`src/rtl/shift_cube_pkg.sv`:
```
// Shared types and helpers for the shift_cube block.
// Defines the shift mode and the (a,b,c) to logical-position mapping.
package shift_cube_pkg;

  typedef enum logic {
    MODE_BIT  = 1'b0,
    MODE_ELEM = 1'b1
  } mode_e;

  // Position depends only on offsets from the low indices, never on range direction.
  function automatic int cube_pos(input int a, input int b, input int c,
                                  input int a_lo, input int b_lo, input int c_lo,
                                  input int db, input int dc);
    return (((a - a_lo) * db) + (b - b_lo)) * dc + (c - c_lo);
  endfunction

endpackage

```
`src/rtl/shift_cube_fill_ctr.sv`:
```
// Saturating fill counter for shift_cube; tracks how many valid bits are held
// and flags when the whole cube is occupied.
module shift_cube_fill_ctr #(
  parameter int TOTAL = 30,
  parameter int CW    = 5
) (
  input  logic          clock,
  input  logic          reset_n,
  input  logic          clear,
  input  logic          load,
  input  logic          shift,
  input  logic [CW-1:0] step,
  output logic [CW-1:0] fill_count,
  output logic          full
);

  logic [CW:0]   sum;
  logic [CW-1:0] next_count;

  always_comb begin
    sum        = {1'b0, fill_count} + {1'b0, step};
    next_count = fill_count;
    if (clear)
      next_count = '0;
    else if (load)
      next_count = CW'(TOTAL);
    else if (shift) begin
      if (sum >= (CW+1)'(TOTAL))
        next_count = CW'(TOTAL);
      else
        next_count = sum[CW-1:0];
    end
  end

  // full is derived from the next count so it always agrees with fill_count.
  always_ff @(posedge clock or negedge reset_n) begin
    if (!reset_n) begin
      fill_count <= '0;
      full       <= 1'b0;
    end else begin
      fill_count <= next_count;
      full       <= (next_count == CW'(TOTAL));
    end
  end

endmodule

```
`src/rtl/shift_cube.sv`:
```
// Three-dimensional shift register with bit and element shift modes.
// Optional parallel load is enabled by defining SHIFT_CUBE_LOAD_EN.
module shift_cube
  import shift_cube_pkg::*;
#(
  parameter int DA    = 3,
  parameter int DB    = 5,
  parameter int DC    = 2,
  parameter int A_LO  = 0,
  parameter int B_LO  = 0,
  parameter int C_LO  = 0,
  parameter int A_ASC = 0,
  parameter int B_ASC = 0,
  parameter int C_ASC = 0,
  localparam int TOTAL = DA * DB * DC,
  localparam int CW    = $clog2(TOTAL + 1)
) (
  input  logic          clock,
  input  logic          reset_n,
  input  logic          clear,
  input  logic          shift_en,
  input  logic          mode,
  input  logic          in_bit,
  input  logic [DC-1:0] in_elem,
`ifdef SHIFT_CUBE_LOAD_EN
  input  logic             load,
  input  logic [TOTAL-1:0] load_data,
`endif
  output logic [(A_ASC != 0 ? A_LO : A_LO+DA-1) : (A_ASC != 0 ? A_LO+DA-1 : A_LO)]
               [(B_ASC != 0 ? B_LO : B_LO+DB-1) : (B_ASC != 0 ? B_LO+DB-1 : B_LO)]
               [(C_ASC != 0 ? C_LO : C_LO+DC-1) : (C_ASC != 0 ? C_LO+DC-1 : C_LO)] out,
  output logic          serial_out,
  output logic [CW-1:0] fill_count,
  output logic          full
);

  logic [TOTAL-1:0] cube;
  logic [TOTAL-1:0] bit_next;
  logic [TOTAL-1:0] elem_next;
  logic [TOTAL-1:0] shift_next;
  logic             load_hit;
  logic             shift_hit;
  logic [CW-1:0]    step;

  generate
    if (TOTAL > 1) begin : g_bit_wide
      assign bit_next = {cube[TOTAL-2:0], in_bit};
    end else begin : g_bit_single
      assign bit_next = in_bit;
    end
    if (TOTAL > DC) begin : g_elem_wide
      assign elem_next = {cube[TOTAL-DC-1:0], in_elem};
    end else begin : g_elem_single
      assign elem_next = in_elem;
    end
  endgenerate

  always_comb begin
    shift_next = bit_next;
    step       = CW'(1);
    if (mode_e'(mode) == MODE_ELEM) begin
      shift_next = elem_next;
      step       = CW'(DC);
    end
  end

  // Resolve priority once so the storage and the counter see the same decision.
`ifdef SHIFT_CUBE_LOAD_EN
  assign load_hit  = load & ~clear;
`else
  assign load_hit  = 1'b0;
`endif
  assign shift_hit = shift_en & ~clear & ~load_hit;

  always_ff @(posedge clock or negedge reset_n) begin
    if (!reset_n) begin
      cube       <= '0;
      serial_out <= 1'b0;
    end else if (clear) begin
      cube       <= '0;
      serial_out <= 1'b0;
`ifdef SHIFT_CUBE_LOAD_EN
    end else if (load_hit) begin
      cube       <= load_data;
`endif
    end else if (shift_hit) begin
      cube       <= shift_next;
      serial_out <= cube[TOTAL-1];
    end
  end

  shift_cube_fill_ctr #(
    .TOTAL (TOTAL),
    .CW    (CW)
  ) u_fill_ctr (
    .clock      (clock),
    .reset_n    (reset_n),
    .clear      (clear),
    .load       (load_hit),
    .shift      (shift_hit),
    .step       (step),
    .fill_count (fill_count),
    .full       (full)
  );

  // Map every declared (a,b,c) onto its logical position in the flat store.
  generate
    for (genvar i = 0; i < DA; i++) begin : g_a
      for (genvar j = 0; j < DB; j++) begin : g_b
        for (genvar k = 0; k < DC; k++) begin : g_c
          localparam int P = cube_pos(A_LO + i, B_LO + j, C_LO + k,
                                      A_LO, B_LO, C_LO, DB, DC);
          assign out[A_LO + i][B_LO + j][C_LO + k] = cube[P];
        end
      end
    end
  endgenerate

endmodule

```
`config.mk`:
```
export PLATFORM = sky130hd
export DESIGN_NAME = shift_cube
export DESIGN_NICKNAME = d
export VERILOG_FILES = /design/src/rtl/shift_cube_pkg.sv /design/src/rtl/shift_cube_fill_ctr.sv /design/src/rtl/shift_cube.sv
export SDC_FILE = /design/constraint.sdc
export NUM_CORES = 1
export LEC_CHECK = 0
export ABC_CLOCK_PERIOD_IN_PS = 2500
export BUFFER_PORTS_ARGS = -buffer_cell sky130_fd_sc_hd__buf_2
export CAP_MARGIN = 20
export CELL_PAD_IN_SITES_DETAIL_PLACEMENT = 1
export CELL_PAD_IN_SITES_GLOBAL_PLACEMENT = 1
export CORE_UTILIZATION = 41
export CTS_BUF_LIST = sky130_fd_sc_hd__clkbuf_2
export DETAILED_ROUTE_END_ITERATION = 10
export PLACE_DENSITY = 0.85
export SLEW_MARGIN = 10
export SYNTH_ARGS = -nofsm -noshare
export SYNTH_HDL_FRONTEND = slang
export SYNTH_HIERARCHICAL = 1
export SYNTH_SLANG_ARGS = --single-unit
```
`constraint.sdc`:
```
create_clock -name clock -period 2.5 [get_ports clock]
set_input_delay 0.25 -clock clock [delete_from_list [all_inputs] [get_ports clock]]
set_output_delay 0.25 -clock clock [all_outputs]
set_load 0.05 [all_outputs]
```
**Word-level counts from Yosys, hierarchy flattened**

Index checks and enable logic that the tools add are counted.

- Input port bits: 8
- Output and inout bits: 37
- Word-level logic and storage cells: 19
- Register bits: 37

- Equality and inequality tests: 1
- Add/subtract/negate cells: 1
- Magnitude comparators: 1
- Reductions and logical operators: 1
- Mux-type cells: 9
- Bitwise logic cells: 2

Operator list:

| operator | number |
|---|---|
| $mux W30 | 3 |
| $mux W5 | 3 |
| $add A5 B2 Y6 | 1 |
| $ge A6 B5 Y1 const B | 1 |
| $eq A5 B5 Y1 const B | 1 |
| $mux W1 | 2 |
| $mux W2 | 1 |
| $reduce_bool A2 Y1 | 1 |
| $and A1 B1 Y1 | 1 |
| $not A1 Y1 | 1 |

**Logic depth before layout (Yosys ltp)**

Gate-level depths: netlist (run 1).

- Depth after elaboration: 7
- Depth in mapped cells: 11
- Gate-level depth less buffers: 9

**By module**

Netlist (run 1), hierarchy kept.

Modules (own cells, without submodules):

| module | instances | area an instance (um2) | seq. area each (um2) | cells each |
|---|---|---|---|---|
| shift_cube | 1 | 1555.2 | 775.7 | 140 |
| shift_cube_fill_ctr | 1 | 480.5 | 150.1 | 50 |

**Worst setup path after synthesis (run 1)**

No wires, ideal clock.

- Path kind: reg2reg
- Start: register u_fill_ctr.fill_count[0]
- End: register u_fill_ctr.full
- Data arrival time: 2136 ps
- Stages on the path, launching flop included: 9
- Setup time: 95 ps
- Slack: 269 ps
- Clock period less this slack: 2231 ps
- Required time: 2405 ps
- Buffers on the path: 0
- Path through: dfrtp_1 -> ha_1 -> inv_1 -> fa_1 -> nand2b_1 -> a21oi_2 -> xor2_2 -> a41o_1 -> nor4b_4

- Longest elaborated chain between the ends: 6

Ends and longest elaborated chain:

| element | line | RTL |
|---|---|---|
| start, declared | shift_cube_fill_ctr.sv:13 | `output logic [CW-1:0] fill_count,` |
| start signal, assigned | shift_cube_fill_ctr.sv:41 | `fill_count <= next_count;` |
| $add A5 B2 Y6 | shift_cube_fill_ctr.sv:21 | `sum = {1'b0, fill_count} + {1'b0, step};` |
| $ge A6 B5 Y1 | shift_cube_fill_ctr.sv:28 | `if (sum >= (CW+1)'(TOTAL))` |
| $mux W5 | shift_cube_fill_ctr.sv:28 |  |
| $mux W5 * | shift_cube_fill_ctr.sv:27 | `else if (shift) begin` |
| $mux W5 * | shift_cube_fill_ctr.sv:23 | `if (clear)` |
| $eq A5 B5 Y1 * | shift_cube_fill_ctr.sv:42 | `full <= (next_count == CW'(TOTAL));` |
| end signal, assigned | shift_cube_fill_ctr.sv:42 |  |
| end, declared | shift_cube_fill_ctr.sv:14 | `output logic full` |

Mark *: on every way between the ends. The rest lies on a longest branch, timed or not.
A chain may end at the register's enable or synchronous reset.

**Worst setup path after layout (run 1)**

Ends and elaborated chain as after synthesis.

==> results of run 1 <==
-- through the flow --
stage	area (um2)	setup slack [ns]	utilization	std cells
6_report	2315	0.4084	0.4868	304
5_1_grt	2315	0.2601	0.4868	304
4_1_cts	2315	0.4052	0.4868	304
3_5_place_dp	2267	0.3882	0.4768	295
3_3_place_gp	2267	0.5239	0.4768	295
2_1_floorplan	2054	0.2694	-	195
-- sequential cells by signal, summed over array words and instances (netlist names) --
register	cells
serial_out	1
out	30
u_fill_ctr/full	1
u_fill_ctr/fill_count	5
-- worst register-to-register path: stages, from the launching register on --
cell	delay (ns)
dfrtp_1	0.43
ha_1	0.19
inv_1	0.06
fa_1	0.41
nand2b_1	0.18
a21oi_2	0.17
xor2_2	0.20
a41o_1	0.21
nor4b_4	0.19
-- per-layer routing --
metal | wire length (um) | vias up
li1 | - | 767
met1 | 2265 | 785
met2 | 2195 | 39
met3 | 203 | 8
met4 | 73 | 0
met5 | 0 | -
-- layout make-up --
class | instances | area [um2]
fill | 571 | 2440
tap | 67 | 83.83
clock inverter | 3 | 12.51
inverter | 4 | 15.01
sequential | 37 | 925.9
timing repair buffer | 48 | 252.7
multi-input combinational | 140 | 999.7
clock buffer | 5 | 25.02
-- worst min-delay path by stage --
| stage | endpoint | from |
|---|---|---|
| floorplan | out[0] | reset_n |
| global placement | out[14] | reset_n |
| detailed placement | out[16] | reset_n |
| CTS | out[0] | in_bit |
| global route | out[1] | in_elem[1] |
| finish | out[0] | in_bit |
-- power breakdown --
group	internal [uW]	total [uW]	switching, uW
Sequential	637	679	41.5
Combinational	111	391	280
Clock	61.1	268	207
-- repair_timing --
item,4_1_cts,5_1_grt
hold endpoints to repair,37,0
setup buffers,0,0
hold buffers,1,0
-- kinds of logic (layout without fill, tap and decap cells) --
logic type               count (synthesis)  count (layout)  share of synthesized area
AO/OA/AOI/OAI                           41              41                     0.1524
XOR/XNOR                                 3               3                    0.01660
adder cells (fa/ha/maj)                  6               6                    0.04057
buffers and inverters                   18              60                    0.06330
flip-flops                              37              37                     0.4548
multiplexers                            31              31                     0.1524
other                                    1               6                   0.001842
AND/OR/NAND/NOR                         53              53                     0.1180
-- cell usage in the layout, fill, tap and decap left out, drive strengths merged, types with 2 or more instances in the layout --
cell    netlist  routed
a211oi       31      31
a21o          2       2
a21oi         3       3
a41oi         2       2
buf           8      47
clkbuf        6       5
clkinv        0       3
conb          1       6
dfrtp        37      37
ha            5       5
inv           4       4
mux2i        31      31
nand2         2       2
nor2         41      41
xor2          2       2
==> qor.csv, run 1 <==
metric;value;unit
outcome;complete, no violations;
drtIter0Drc;76;
synthesis.area;2036;um2
synthToLayoutAreaGrowth;13.71;%
antenna_cells;0;
grt_pass1_vias;1637;
finalCritPeriodShare;0.8367;
die_area;5251;um2
die_w;72.47;um
synth_top_cell_by_area;dfrtp_1;
wl_per_cell;15.59;um
yosysMostFrequentCell;nor2_1;
totalPowerFinal;1338;uW
rr_worst_depth;8;
postSynthAreaPerCell;10.71;um2
cp-start-kind;register;
drc;0;
clk_latency;0.41;ns
post_cts_resized;0;
worst-path-stages;8;
worstPathArrival;2.42;ns
relSlewSlack;0.4388;
cp-startpoint;u_fill_ctr/fill_count[0];
ys.flop_type;dfrtp_1;
hold_ws;0.1331;ns
finalSetupViolCount;0;
dr.pass1.iters;4;
boundaryPins;45;
cpPeakStageDelay;0.43;ns
crit_chain;ha_1, inv_1, fa_1, nand2b_1, a21oi_2, xor2_2, a41o_1, nor4b_4;
yosys-top-cells-area;dfrtp_1 45%, mux2i_1 15%, a211oi_1 11%;
place_hpwl;3269;um
use_met2;0.3001;
initial_core_util;0.4282;
cp_slowest_cell;dfrtp_1;
tns;0;ns
grt_use_met3;0.04861;
ys_async_sr_fraction;1.000;
io_buffers;44;
worst_pin_slew;0.8418;ns
worstPathRequired;2.83;ns
synth_cells;190;
ys_seq_elements;37;
grtUsageMet1;0.2823;
cts_buffers;5;
fin_nets;250;
dieHeight;72.47;um
cap_viol_max_count;0;
synthTopCellsByCount;41 x nor2_1, 37 x dfrtp_1, 31 x a211oi_1, 31 x mux2i_1, 6 x clkbuf_1;
core;4755;um2
post_route_cells_drive_above_1_share;0.2405;
synth_top_area_frac;0.4548;
htreeDepth;2;
min_path_type;primary input to register;
crit_path_end;u_fill_ctr/full;
leakage;0.001192;uW
grt_usage;0.2002;
drtAntennaViolNets;0;
fmaxAchievable;0.4781;GHz
min_period;2.092;ns
vias_per_cell;5.260;
routed_wl;4738;um
cts_tree;built;
grt.overflow.total;0;
yosysUniqueCellTypes;33;
critPathCaptureType;register;
synth-edff-count;0;
peakVddDrop;195.2;uV
crit_type;register to register;
num_rows;25;
critPathTopFamily;adder cells;
fin_worst_skew;0.01705;ns
clockRootBuffer;clkbuf_2;
crit_buf_inv;1;
cts_sinks;37;
rr_endpoint;u_fill_ctr/full;
rsz0062_at_grt;false;
antenna_found_initial;0;
r2r_slack;0.41;ns
grt_max_degree;62;
grt_pass1_wl;8024;um
synth-seq-area-share;0.4548;
critPathMaxFanout;4;
gp_congestion;0.8449;
r2r-start;u_fill_ctr/fill_count[0];
via_count;1599;
synth.yosys.warnings;6;
clk_pin_slew_worst_paths;0.20;ns
p_per_area;578.0;nW/um2
clockBufferDepth;2;
hold_depth;3;
hold_viol;0;
grt.busiest_layer;met2;
maxSlewViolCount;0;
No activity file was read; power rests on OpenSTA's default activity.
==> run 2: changes to the inputs <==
--- a/config.mk
+++ b/config.mk
@@ -5,12 +5,12 @@
 export SDC_FILE = /design/constraint.sdc
 export NUM_CORES = 1
 export LEC_CHECK = 0
-export ABC_CLOCK_PERIOD_IN_PS = 2500
+export ABC_CLOCK_PERIOD_IN_PS = 1900
 export BUFFER_PORTS_ARGS = -buffer_cell sky130_fd_sc_hd__buf_2
 export CAP_MARGIN = 20
 export CELL_PAD_IN_SITES_DETAIL_PLACEMENT = 1
 export CELL_PAD_IN_SITES_GLOBAL_PLACEMENT = 1
-export CORE_UTILIZATION = 41
+export CORE_UTILIZATION = 39
 export CTS_BUF_LIST = sky130_fd_sc_hd__clkbuf_2
 export DETAILED_ROUTE_END_ITERATION = 10
 export PLACE_DENSITY = 0.85
==> constraint.sdc (replaced) <==
create_clock -name clock -period 1.9 [get_ports clock]
set_input_delay 0.19 -clock clock [delete_from_list [all_inputs] [get_ports clock]]
set_output_delay 0.19 -clock clock [all_outputs]
set_load 0.05 [all_outputs]
==> qor.csv, run 2 (synthesis gave the netlist of run 1 again) <==
metric;value;unit;change
num_rows;25;;unchanged
totalPowerFinal;1932;uW;was 1338 uW
cap_viol_max_count;0;;unchanged
min_period;1.906;ns;was 2.092 ns
clockBufferDepth;2;;unchanged
regArea;928.4;um2;was 925.9 um2
relSlewSlack;0.6142;;was 0.4388
core;4880;um2;was 4755 um2
min_path_type;primary input to register;;unchanged
gp_congestion;0.8150;;was 0.8449
clockRootBuffer;clkbuf_2;;unchanged
p_clk_frac;0.253;;was 0.200
clk_latency;0.39;ns;was 0.41 ns
p_per_area;789.4;nW/um2;was 578.0 nW/um2
cts_sinks;37;;unchanged
synthToLayoutAreaGrowth;20.22;%;was 13.71%
p_int;1236;uW;was 809.3 uW
num-fill-cells;582;;was 571
outcome;finished, violations left;;was complete, no violations
dieHeight;74.25;um;was 72.47 um
initial_core_util;0.4172;;was 0.4282
largest_register_ffs;30;;unchanged
drc;0;;unchanged
final_cell_mix;44 x buf_2, 40 x nor2_1, 35 x dfrtp_1, 31 x mux2i_1, 31 x a211oi_1;;was 44 x buf_2, 41 x nor2_1, 37 x dfrtp_1, 31 x mux2i_1, 31 x a211oi_1
dp_slack;-0.02186;ns;was 0.3882 ns
power.switching;696.1;uW;was 528.6 uW
leakage;0.001252;uW;was 0.001192 uW
die_w;74.25;um;was 72.47 um
grt_usage;0.1871;;was 0.2002
cts_buffers;5;;unchanged
dr.pass1.iters;6;;was 4
worstPathArrival;2.19;ns;was 2.42 ns
post_route_cells_drive_above_1_share;0.3074;;was 0.2405
critPathCaptureType;register;;unchanged
fin_nets;257;;was 250
pwr-share-comb;0.285;;was 0.292
rsz0062_at_grt;true;;was false
boundaryPins;45;;unchanged
via_count;1603;;was 1599
drtAntennaViolNets;0;;unchanged
drtIter0Drc;134;;was 76
crit_type;register to register;;unchanged
setup_ws;-0.006017;ns;was 0.4084 ns
swShare;0.3603;;was 0.3951
antenna_cells;0;;unchanged
clk_pin_slew_worst_paths;0.22;ns;was 0.20 ns
final_common_cell;buf_2;;unchanged
grt_max_degree;62;;unchanged
wl_per_cell;15.52;um;was 15.59 um
die_area;5512;um2;was 5251 um2
worstPathRequired;2.18;ns;was 2.83 ns
grt.overflow.total;0;;unchanged
place_hpwl;3282;um;was 3269 um
grt_pass1_vias;1673;;was 1637
htreeDepth;2;;unchanged
multi_input_area;1037;um2;was 999.7 um2
peakVddDrop;407.6;uV;was 195.2 uV
io_buffers;44;;unchanged
maxSlewViolCount;0;;unchanged
cts_tree;built;;unchanged
seqPwrFrac;0.462;;was 0.507
hold_viol;0;;unchanged
critPathMaxFanout;4;;unchanged
cp-start-kind;register;;unchanged
finalSetupViolCount;1;;was 0
vias_per_cell;5.154;;was 5.260
grt_pass1_wl;7783;um;was 8024 um
fmaxAchievable;0.5247;GHz;was 0.4781 GHz
worst_pin_slew;0.5787;ns;was 0.8418 ns
violations;setup timing;;
antenna_found_initial;0;;unchanged
fin_worst_skew;0.03671;ns;was 0.01705 ns
routed_wl;4828;um;was 4738 um
finalCritPeriodShare;1.003;;was 0.8367
## run 2: cell types whose count changed in the layout (fill, tap and decap cells not counted), moves of 2 or more
cell | previous run | this run
buf_4 | 3 | 9
dfrtp_1 | 37 | 35
clkinv_1 | 2 | 0
inv_2 | 0 | 2
dfrtp_2 | 0 | 2
inv_1 | 4 | 2
## run 2: final timing paths
check	slack, ns	startpoint	endpoint	cells after the start
hold reg to reg	0.58	serial_out	serial_out	2
hold / removal	0.15	in_bit	out[0]	3
setup reg to reg	-0.006	u_fill_ctr/fill_count[1]	u_fill_ctr/full	7
max in group asynchronous	1.12	reset_n	u_fill_ctr/fill_count[0]	3
min in group asynchronous	0.25	reset_n	out[17]	2
setup / recovery	-0.006	u_fill_ctr/fill_count[1]	u_fill_ctr/full	7
## run 2: what timing repair did
item,CTS,global route
resized for setup,0,3
endpoints found under the hold margin,18,0
endpoints found under the setup margin,1,3
pin swaps,2,1
hold buffers,1,0
buffers inserted,3,1
## run 2: critical path, cell delays in order (launching register included)
cell	delay [ns]
dfrtp_2	0.44
inv_2	0.05
fa_2	0.39
nand2b_4	0.16
a21oi_4	0.16
xor2_2	0.20
a41o_1	0.22
nor4b_4	0.18
## run 2: power by group through the flow
stage	clock network [uW]	registers (uW)	logic, uW
after floorplan	0	1080	231
after global placement	0	906	519
after detailed placement	0	907	533
after CTS	502	893	548
after global routing	532	903	591
final	488	893	552
## run 2: per-stage QoR
stage	setup TNS (ns)	cell area (um2)	hold WS [ns]	util	instances
2_1_floorplan	-0.1020	2087	-0.1056	-	195
3_3_place_gp	0	2335	0.1687	0.4785	298
3_5_place_dp	-0.02186	2335	0.1680	0.4785	298
4_1_cts	0	2432	0.1475	0.4985	310
5_1_grt	-0.1048	2447	0.1335	0.5015	311
6_report	-0.006017	2447	0.1495	0.5015	311
## run 2: cell type report
cell class | instances | area share
sequential | 37 | 0.3793
inverter | 4 | 0.006135
tap | 67 | 0.03425
timing repair buffer | 55 | 0.1299
clock inverter | 2 | 0.01431
multi-input combinational | 140 | 0.4238
clock buffer | 6 | 0.01227
## run 2: layer usage
| metal | share of wire | GRT usage | up-vias |
|---|---|---|---|
| met5 | 0 | 0 | - |
| li1 | - | - | 782 |
| met2 | 0.47 | 0.2949 | 44 |
| met1 | 0.47 | 0.2519 | 770 |
| met4 | 0.013 | 0.06918 | 0 |
| met3 | 0.044 | 0.04336 | 7 |
==> run 3: changes to the inputs <==
--- a/config.mk
+++ b/config.mk
@@ -14,6 +14,7 @@
 export CTS_BUF_LIST = sky130_fd_sc_hd__clkbuf_2
 export DETAILED_ROUTE_END_ITERATION = 10
 export PLACE_DENSITY = 0.85
+export SKIP_CTS_REPAIR_TIMING = 1
 export SLEW_MARGIN = 10
 export SYNTH_ARGS = -nofsm -noshare
 export SYNTH_HDL_FRONTEND = slang
==> qor.csv, run 3 (synthesis gave the netlist of run 1 again) <==
metric;value;unit;change
hold_depth;3;;unchanged
worst_pin_slew;0.5749;ns;was 0.5787 ns
critPathMaxFanout;4;;unchanged
final_cell_count_no_fill;309;;was 311
synthToLayoutAreaGrowth;19.48;%;was 20.22%
clockBufferDepth;2;;unchanged
clk_latency;0.39;ns;about the same
worstPathRequired;2.18;ns;about the same
multi_input_area;1037;um2;unchanged
hold_viol;0;;unchanged
worstPathArrival;2.22;ns;was 2.19 ns
cts_sinks;37;;unchanged
dieHeight;74.25;um;unchanged
cts_buffers;5;;unchanged
drtAntennaViolNets;0;;unchanged
largest_register_ffs;30;;unchanged
final_common_cell;buf_2;;unchanged
final_cell_mix;44 x buf_2, 40 x nor2_1, 35 x dfrtp_1, 31 x mux2i_1, 31 x a211oi_1;;unchanged
die_w;74.25;um;unchanged
relSlewSlack;0.6168;;was 0.6142
antenna_cells;0;;unchanged
cap_viol_max_count;0;;unchanged
routed_wl;4787;um;was 4828 um
antenna_found_initial;0;;unchanged
boundaryPins;45;;unchanged
cp-start-kind;register;;unchanged
drc;0;;unchanged
critPathTopFamily;adder cells;;was flip-flops
p_per_area;793.0;nW/um2;was 789.4 nW/um2
cp_slowest_cell;dfrtp_2;;unchanged
min_period;1.935;ns;was 1.906 ns
finalCritPeriodShare;1.019;;was 1.003
cts_tree;built;;unchanged
setup_ws;-0.03522;ns;was -0.006017 ns
core;4880;um2;unchanged
finalSetupViolCount;1;;unchanged
fmaxAchievable;0.5167;GHz;was 0.5247 GHz
grt_pass1_wl;7645;um;was 7783 um
clk_pin_slew_worst_paths;0.17;ns;was 0.22 ns
rsz0062_at_grt;true;;unchanged
post_route_cells_drive_above_1_share;0.3017;;was 0.3074
dr.pass1.iters;4;;was 6
fin_util;0.4985;;was 0.5015
via_count;1602;;was 1603
place_hpwl;3282;um;unchanged
min_path_type;primary input to register;;unchanged
outcome;finished, violations left;;unchanged
rr_worst_depth;8;;was 7
vias_per_cell;5.184;;was 5.154
crit_type;register to register;;unchanged
die_area;5512;um2;unchanged
io_buffers;44;;unchanged
violations;setup timing;;unchanged
gp_congestion;0.8150;;unchanged
dp_cells;298;;unchanged
drtIter0Drc;133;;was 134
peakVddDrop;407.2;uV;was 407.6 uV
num-fill-cells;580;;was 582
grt_pass1_vias;1646;;was 1673
grt_usage;0.1833;;was 0.1871
cpPeakStageDelay;0.44;ns;about the same
clockRootBuffer;clkbuf_2;;unchanged
htreeDepth;2;;unchanged
fin_nets;255;;was 257
critPathCaptureType;register;;unchanged
leakage;0.001241;uW;was 0.001252 uW
maxSlewViolCount;0;;unchanged
num_rows;25;;unchanged
fin_worst_skew;0.03759;ns;was 0.03671 ns
grt_max_degree;62;;unchanged
grt.overflow.total;0;;unchanged
crit_chain;ha_4, inv_2, fa_2, nand2b_4, a21oi_4, xor2_2, a41o_1, nor4b_4;;was inv_2, fa_2, nand2b_4, a21oi_4, xor2_2, a41o_1, nor4b_4
initial_core_util;0.4172;;unchanged
wl_per_cell;15.49;um;was 15.52 um
regArea;928.4;um2;unchanged
crit_buf_inv;1;;unchanged
final_area;2432;um2;was 2447 um2
placed_area;2335;um2;unchanged
worst-path-stages;8;;was 7
## run 3: per-layer routing
metal,wire length (um),track usage,vias up
met5,0,0,-
met4,61,0.06918,0
met3,160,0.04336,7
met2,2300,0.2838,36
met1,2263,0.2502,778
li1,-,-,781
## run 3: report_power, final
group          internal (uW)  leakage [uW]  total, uW  switching, uW
Clock                    227     0.0000430        488            261
Combinational            167      0.000714        548            381
Sequential               839      0.000484        893           53.6
Total                   1230       0.00124       1930            695
## run 3: worst reg2reg max path, delay by kind of cell (launching register included)
kind / cells / cell delay, ns
compound gates: 2 / 0.38
xor+xnor: 1 / 0.20
fa+ha+maj: 2 / 0.48
buf+inv: 1 / 0.03
flops: 1 / 0.44
simple gates: 2 / 0.34
## run 3: final cells by class
| type | count | share of cell area |
|---|---|---|
| multi-input cells | 140 | 0.4264 |
| flip-flops and latches | 37 | 0.3817 |
| repair buffers | 53 | 0.1245 |
| well taps | 67 | 0.03447 |
| clock inverters | 2 | 0.01440 |
| clock buffers | 6 | 0.01235 |
| inverters | 4 | 0.006173 |
## run 3: final timing paths
path	start	endpoint	slack (ns)
max in group asynchronous	reset_n	u_fill_ctr/fill_count[0]	1.12
hold / removal	in_bit	out[0]	0.15
setup reg to reg	u_fill_ctr/fill_count[0]	u_fill_ctr/full	-0.04
min in group asynchronous	reset_n	out[17]	0.25
hold reg to reg	serial_out	serial_out	0.59
setup / recovery	u_fill_ctr/fill_count[0]	u_fill_ctr/full	-0.04
## run 3: stage by stage
step / setup TNS [ns] / worst slack [ns] / hold WS (ns) / total power (uW)
after global routing: -0.1496 / -0.1205 / 0.1335 / 2022
after CTS: -0.03624 / -0.03624 / -0.2930 / 1930
after detailed placement: -0.02186 / -0.02186 / 0.1680 / 1440
after global placement: 0 / 0.04422 / 0.1687 / 1425
after floorplan: -0.1020 / -0.1020 / -0.1056 / 1310
final: -0.03522 / -0.03522 / 0.1531 / 1929
